<file path="src/rtl/rf8_alu_seq_pkg.sv">
// Shared definitions for the rf8 ALU sequencer and the 8x8 register file it drives.
package rf8_alu_seq_pkg;

  localparam int unsigned DATA_W = 8;
  localparam int unsigned ADDR_W = 3;
  localparam int unsigned OP_W   = 3;

  localparam logic [OP_W-1:0] OP_ADD = OP_W'(0);
  localparam logic [OP_W-1:0] OP_SUB = OP_W'(1);
  localparam logic [OP_W-1:0] OP_AND = OP_W'(2);
  localparam logic [OP_W-1:0] OP_OR  = OP_W'(3);
  localparam logic [OP_W-1:0] OP_XOR = OP_W'(4);
  localparam logic [OP_W-1:0] OP_LDI = OP_W'(5);
  localparam logic [OP_W-1:0] OP_MOV = OP_W'(6);
  localparam logic [OP_W-1:0] OP_SHL = OP_W'(7);

  typedef enum logic [1:0] {
    S_IDLE = 2'd0,
    S_RD_A = 2'd1,
    S_RD_B = 2'd2,
    S_WB   = 2'd3
  } state_t;

  // Latched instruction; ra is not kept because rf_rsel itself captures it.
  typedef struct packed {
    logic [OP_W-1:0]   op;
    logic [ADDR_W-1:0] rd;
    logic [ADDR_W-1:0] rb;
    logic [DATA_W-1:0] imm;
  } instr_t;

  // Ops that read only source A and skip the RD_B cycle.
  function automatic logic is_unary(input logic [OP_W-1:0] o);
    return (o == OP_MOV) || (o == OP_SHL);
  endfunction

endpackage

</file>
<file path="src/rtl/rf8_alu_seq_alu8.sv">
// Combinational 8-bit ALU: arithmetic, logic, immediate load, move and shift-left.
module alu8
  import rf8_alu_seq_pkg::*;
(
  input  logic [OP_W-1:0]   op,
  input  logic [DATA_W-1:0] a,
  input  logic [DATA_W-1:0] b,
  input  logic [DATA_W-1:0] imm,
  output logic [DATA_W-1:0] res,
  output logic              carry,
  output logic              zero
);

  logic [DATA_W:0] sum;
  logic [DATA_W:0] diff;

  // Bit DATA_W of the widened difference is the borrow (a < b).
  always_comb begin
    sum   = {1'b0, a} + {1'b0, b};
    diff  = {1'b0, a} - {1'b0, b};
    res   = '0;
    carry = 1'b0;
    case (op)
      OP_ADD: begin
        res   = sum[DATA_W-1:0];
        carry = sum[DATA_W];
      end
      OP_SUB: begin
        res   = diff[DATA_W-1:0];
        carry = diff[DATA_W];
      end
      OP_AND: res = a & b;
      OP_OR:  res = a | b;
      OP_XOR: res = a ^ b;
      OP_LDI: res = imm;
      OP_MOV: res = a;
      OP_SHL: begin
        res   = {a[DATA_W-2:0], 1'b0};
        carry = a[DATA_W-1];
      end
      default: res = '0;
    endcase
    zero = (res == '0);
  end

endmodule

</file>
<file path="src/rtl/rf8_alu_seq.sv">
// Multi-cycle sequencer: accepts one three-address instruction, reads sources
// through the register file read port, and writes the ALU result back.
module rf8_alu_seq
  import rf8_alu_seq_pkg::*;
(
  input  logic              clk,
  input  logic              clr,
  input  logic              in_valid,
  output logic              in_ready,
  input  logic [OP_W-1:0]   op,
  input  logic [ADDR_W-1:0] rd,
  input  logic [ADDR_W-1:0] ra,
  input  logic [ADDR_W-1:0] rb,
  input  logic [DATA_W-1:0] imm,
  input  logic [DATA_W-1:0] rf_q,
  output logic [ADDR_W-1:0] rf_rsel,
  output logic [ADDR_W-1:0] rf_wsel,
  output logic              rf_en,
  output logic [DATA_W-1:0] rf_d,
  output logic              done,
  output logic [DATA_W-1:0] result,
  output logic              carry,
  output logic              zero
);

  state_t            state;
  state_t            state_next;
  instr_t            instr;
  logic [DATA_W-1:0] reg_a;
  logic [DATA_W-1:0] res;
  logic              res_carry;
  logic              res_zero;
  logic              res_load;

  logic [OP_W-1:0]   alu_op;
  logic [DATA_W-1:0] alu_a;
  logic [DATA_W-1:0] alu_imm;
  logic [DATA_W-1:0] alu_res;
  logic              alu_carry;
  logic              alu_zero;

  // State register.
  always_ff @(posedge clk) begin
    if (!clr) begin
      state <= S_IDLE;
    end else begin
      state <= state_next;
    end
  end

  // Next state, handshake, write strobe and result-load decode.
  always_comb begin
    state_next = state;
    in_ready   = 1'b0;
    rf_en      = 1'b0;
    done       = 1'b0;
    res_load   = 1'b0;
    case (state)
      S_IDLE: begin
        in_ready = clr;
        if (in_valid) begin
          if (op == OP_LDI) begin
            state_next = S_WB;
            res_load   = 1'b1;
          end else begin
            state_next = S_RD_A;
          end
        end
      end
      S_RD_A: begin
        if (is_unary(instr.op)) begin
          state_next = S_WB;
          res_load   = 1'b1;
        end else begin
          state_next = S_RD_B;
        end
      end
      S_RD_B: begin
        state_next = S_WB;
        res_load   = 1'b1;
      end
      S_WB: begin
        rf_en      = clr;
        done       = 1'b1;
        state_next = S_IDLE;
      end
      default: state_next = S_IDLE;
    endcase
  end

  // Operands come straight from the ports/read data before they are latched.
  always_comb begin
    alu_op  = instr.op;
    alu_imm = instr.imm;
    alu_a   = reg_a;
    if (state == S_IDLE) begin
      alu_op  = op;
      alu_imm = imm;
    end
    if (state == S_RD_A) begin
      alu_a = rf_q;
    end
  end

  alu8 u_alu (
    .op    (alu_op),
    .a     (alu_a),
    .b     (rf_q),
    .imm   (alu_imm),
    .res   (alu_res),
    .carry (alu_carry),
    .zero  (alu_zero)
  );

  // Instruction latch, read select and source A capture.
  always_ff @(posedge clk) begin
    if (!clr) begin
      instr   <= '0;
      rf_rsel <= '0;
      reg_a   <= '0;
    end else begin
      case (state)
        S_IDLE: begin
          if (in_valid) begin
            instr.op  <= op;
            instr.rd  <= rd;
            instr.rb  <= rb;
            instr.imm <= imm;
            if (op != OP_LDI) begin
              rf_rsel <= ra;
            end
          end
        end
        S_RD_A: begin
          reg_a <= rf_q;
          if (!is_unary(instr.op)) begin
            rf_rsel <= instr.rb;
          end
        end
        default: ;
      endcase
    end
  end

  // Pending result and the architecturally visible result/flags.
  always_ff @(posedge clk) begin
    if (!clr) begin
      res       <= '0;
      res_carry <= 1'b0;
      res_zero  <= 1'b0;
      result    <= '0;
      carry     <= 1'b0;
      zero      <= 1'b0;
    end else begin
      if (res_load) begin
        res       <= alu_res;
        res_carry <= alu_carry;
        res_zero  <= alu_zero;
      end
      if (state == S_WB) begin
        result <= res;
        carry  <= res_carry;
        zero   <= res_zero;
      end
    end
  end

  assign rf_wsel = instr.rd;
  assign rf_d    = res;

endmodule

</file>
<file path="config.mk">
export PLATFORM = sky130hd
export DESIGN_NAME = rf8_alu_seq
export DESIGN_NICKNAME = d
export VERILOG_FILES = /design/src/rtl/rf8_alu_seq_pkg.sv /design/src/rtl/rf8_alu_seq_alu8.sv /design/src/rtl/rf8_alu_seq.sv
export SDC_FILE = /design/constraint.sdc
export NUM_CORES = 1
export LEC_CHECK = 0
export ABC_AREA = 0
export CORE_UTILIZATION = 55
export CTS_BUF_LIST = sky130_fd_sc_hd__clkbuf_4 sky130_fd_sc_hd__clkbuf_8 sky130_fd_sc_hd__clkbuf_16
export DETAILED_ROUTE_END_ITERATION = 8
export GPL_TIMING_DRIVEN = 0
export HOLD_SLACK_MARGIN = 0.02
export PLACE_DENSITY_LB_ADDON = 0.1
export SYNTH_ARGS = -nofsm -noshare
export SYNTH_HDL_FRONTEND = slang
export SYNTH_HIERARCHICAL = 1
export SYNTH_SLANG_ARGS = --single-unit
</file>
<file path="constraint.sdc">
create_clock -name clk -period 4.7 [get_ports clk]
set_clock_uncertainty 0.2 [all_clocks]
set_input_delay 0.47 -clock clk [delete_from_list [all_inputs] [get_ports clk]]
set_output_delay 0.47 -clock clk [all_outputs]
set_load 0.1 [all_outputs]
</file>
==> flow_summary.yaml <==
global_routing:
  grt_usage_pct: 26.37
  grt_max_degree: 18
  antenna_found_initial: 0
  overflow: 0
  grt_pass1_wl_um: 14860
  grt_pass1_vias: 3045
yosys:
  ys_types: 72
  synthCells: 433
  syn-num-nets: 494
  ys_ff_latch: 50
  synth_edf_count: 0
  syn_area_mm2: 0.003709
  ys.flop_type: "dfxtp_1"
  ys_async_sr_fraction_pct: 0
  ys_seq_area_share_pct: 26.99
  avgSynthCellArea_um2: 8.565
  ys_warn_count: 6
routing:
  dr.pass1.iters: 7
  drt-initial-drc-count: 205
  via_per_inst: 5.753
  num_vias: 3302
  drt_wl_total_um: 9062
  ant_nets: 0
  drc: 14
  wire_per_inst_um: 15.79
clock_tree:
  cts_root_buffer: "clkbuf_8"
  cts_buffers: 5
  clock_latency_ps: 320
  clkTransAtPathRegs_ps: 100
  cts_max_path_buffers: 2
  cts.repair.resized: 0
  htreeDepth: 2
  cts_num_sinks: 50
  cts_tree: "built"
  cts_setup_buffers: 0
  postCtsHoldBufs: 0
worst_setup_path:
  path_max_fanout: 10
  critPathKind: "reg2reg"
  worst_setup_path_start_kind: "register"
  crit_arrival_ps: 4020
  required_ps: 4760
  setup.worst_path.end_class: "register"
finish:
  drive_gt1_share_pct: 13.28
  final_nets: 557
  antenna_cells: 0
  syn_to_final_growth_pct: 20.21
  utilization_pct: 69.41
sta:
  finalHoldViolCount: 0
  rsz0062_at_grt: "false"
  finalSetupViolations: 0
  max_freq_ghz: 0.2526
  worst_slack_ps: 741.1
  slew_headroom_pct: 34.10
  fin_crit_ps: 3959
  worstMarginPinSlew_ps: 985.4
  fin_tns_setup_ps: 0
  drv_slew: 0
  fin_crit_sh_pct: 84.23
placed_design:
  dp_hpwl_um: 6990
  portBuffers: 56
  gp_congestion: 0.9162
  dp_slack_ps: 818.4
job:
  maxCapViolations: 0
power_and_ir_drop:
  peakVddDrop_mv: 0.2091
  leakage_nw: 1.777
  power_density_mw_per_mm2: 504.9
floorplan:
  core_region_area_mm2: 0.006422
  row_count: 29
  initial_utilization_pct: 57.74
  pin_count: 58
  die_x_um: 84.12
  die_h_um: 84.12
  die_area_mm2: 0.007075
hold_path:
  hold_path_class: "reg2reg"
status:
  violations: "DRC"
  status: "finished, violations left"
[flip-flops by register name, summed over array words and instances, names as in the netlist]
name       count
rf_rsel        3
state          2
rf_wsel        3
zero           1
carry          1
res_zero       1
instr         14
result         8
res_carry      1
reg_a          8
rf_d           8
[stage by stage]
stage	hold WS, ps	cell area [µm²]	total power [W]	cells
detailed placement	255.0	4365	0.001973	566
CTS	270.0	4458	0.002238	574
finish	264.9	4458	0.002251	574
global route	286.6	4458	0.002384	574
global placement	243.0	4365	0.001950	566
floorplan	234.4	3709	0.001644	433
[synth_stat cells, drive strengths merged (3+ instances only)]
library cell  number  area share [%]
a211oi             5             1.1
a21boi            19             3.8
a21oi             10             1.5
a221oi             4            0.94
and2              15             2.6
buf               19             3.8
clkbuf            10             1.0
dfxtp             50              27
ha                28             9.4
inv               33             3.3
mux2              20             6.2
mux2i             28             7.6
mux4               4             2.4
nand2             74             7.8
nand2b             6             1.0
nand3b             3            0.61
nor2               9            0.91
nor2b             14             2.4
nor3               6            0.81
o211ai             7             1.4
o21ai             18             2.4
o22ai              3            0.51
or2                5            0.84
[report_power, final]
group | total, W | internal (W) | switching, W
Sequential | 0.000525 | 0.000489 | 0.0000365
Clock | 0.000263 | 0.000107 | 0.000156
Combinational | 0.00146 | 0.000549 | 0.000913
Total | 0.00225 | 0.00115 | 0.00111
[cells in the final DEF (no fill, tap or decap), types with 2 or more instances in the layout]
cell type / instances
nand2_1: 72
clkdlybuf4s50_1: 56
dfxtp_1: 50
inv_1: 32
mux2i_1: 28
ha_1: 28
mux2_2: 19
a21boi_0: 19
and2_1: 14
nor2b_1: 14
o21ai_0: 13
clkbuf_1: 10
buf_2: 9
nor2_1: 9
a21oi_1: 9
o211ai_1: 7
nor3_1: 6
nand2b_1: 6
buf_6: 5
clkbuf_8: 5
o21ai_1: 5
or2_2: 4
a211oi_1: 4
a221oi_1: 4
mux4_2: 4
o22ai_1: 3
buf_4: 3
nand3b_1: 3
and3_1: 2
clkinvlp_4: 2
a31oi_1: 2
or3_1: 2
nand3_1: 2
o22a_1: 2
nand4_1: 2
fa_1: 2
[cell type report]
cell class | count | area (µm²)
multi-input combinational | 321 | 2404
fill | 573 | 1964
sequential | 50 | 1001
timing repair buffer | 56 | 560.5
buffer | 29 | 180.2
inverter | 33 | 123.9
tap | 77 | 96.34
clock buffer | 5 | 68.82
clock inverter | 3 | 23.77
[final timing paths]
check                     startpoint                      end  slack (ps)  depth (start not counted)
min          rf_rsel[1]$_SDFFE_PN0P_  rf_rsel[1]$_SDFFE_PN0P_         260                          2
max reg2reg    state[1]$_SDFFE_PN0N_    res_zero$_SDFFE_PN0P_         740                         15
max            state[1]$_SDFFE_PN0N_    res_zero$_SDFFE_PN0P_         740                         15
min reg2reg  rf_rsel[1]$_SDFFE_PN0P_  rf_rsel[1]$_SDFFE_PN0P_         260                          2
[critical path: stages, from the launching register on]
cell and delay [ps]:
dfxtp_1 350, inv_1 100, ha_1 220, buf_2 310, mux2_2 440, inv_1 100, ha_1 170, inv_1 60
fa_1 420, mux4_2 470, nand2_1 110, o2111ai_1 160, nor4_2 270, nor4b_2 310, nand2_1 90, mux2i_1 130
[kinds of logic (layout without fill, tap and decap cells)]
kind of cell / after synthesis / count (layout) / synth area share [%]
and+or+nand+nor: 151 / 151 / 21.09
xor gates and xnor gates: 2 / 2 / 0.4724
muxes: 52 / 52 / 16.16
adders and majority gates: 30 / 30 / 10.53
buffers and inverters: 62 / 126 / 8.198
DFF: 50 / 50 / 26.99
AOI/OAI and AO/OA: 86 / 86 / 16.57
[routing by layer]
metal	GRT usage [%]	share of wire [%]
met2	46.05	48
met1	34.25	46
met5	0	0
met3	3.066	4.8
met4	7.680	1.4
Note: power is estimated with default switching activity, not from simulation.
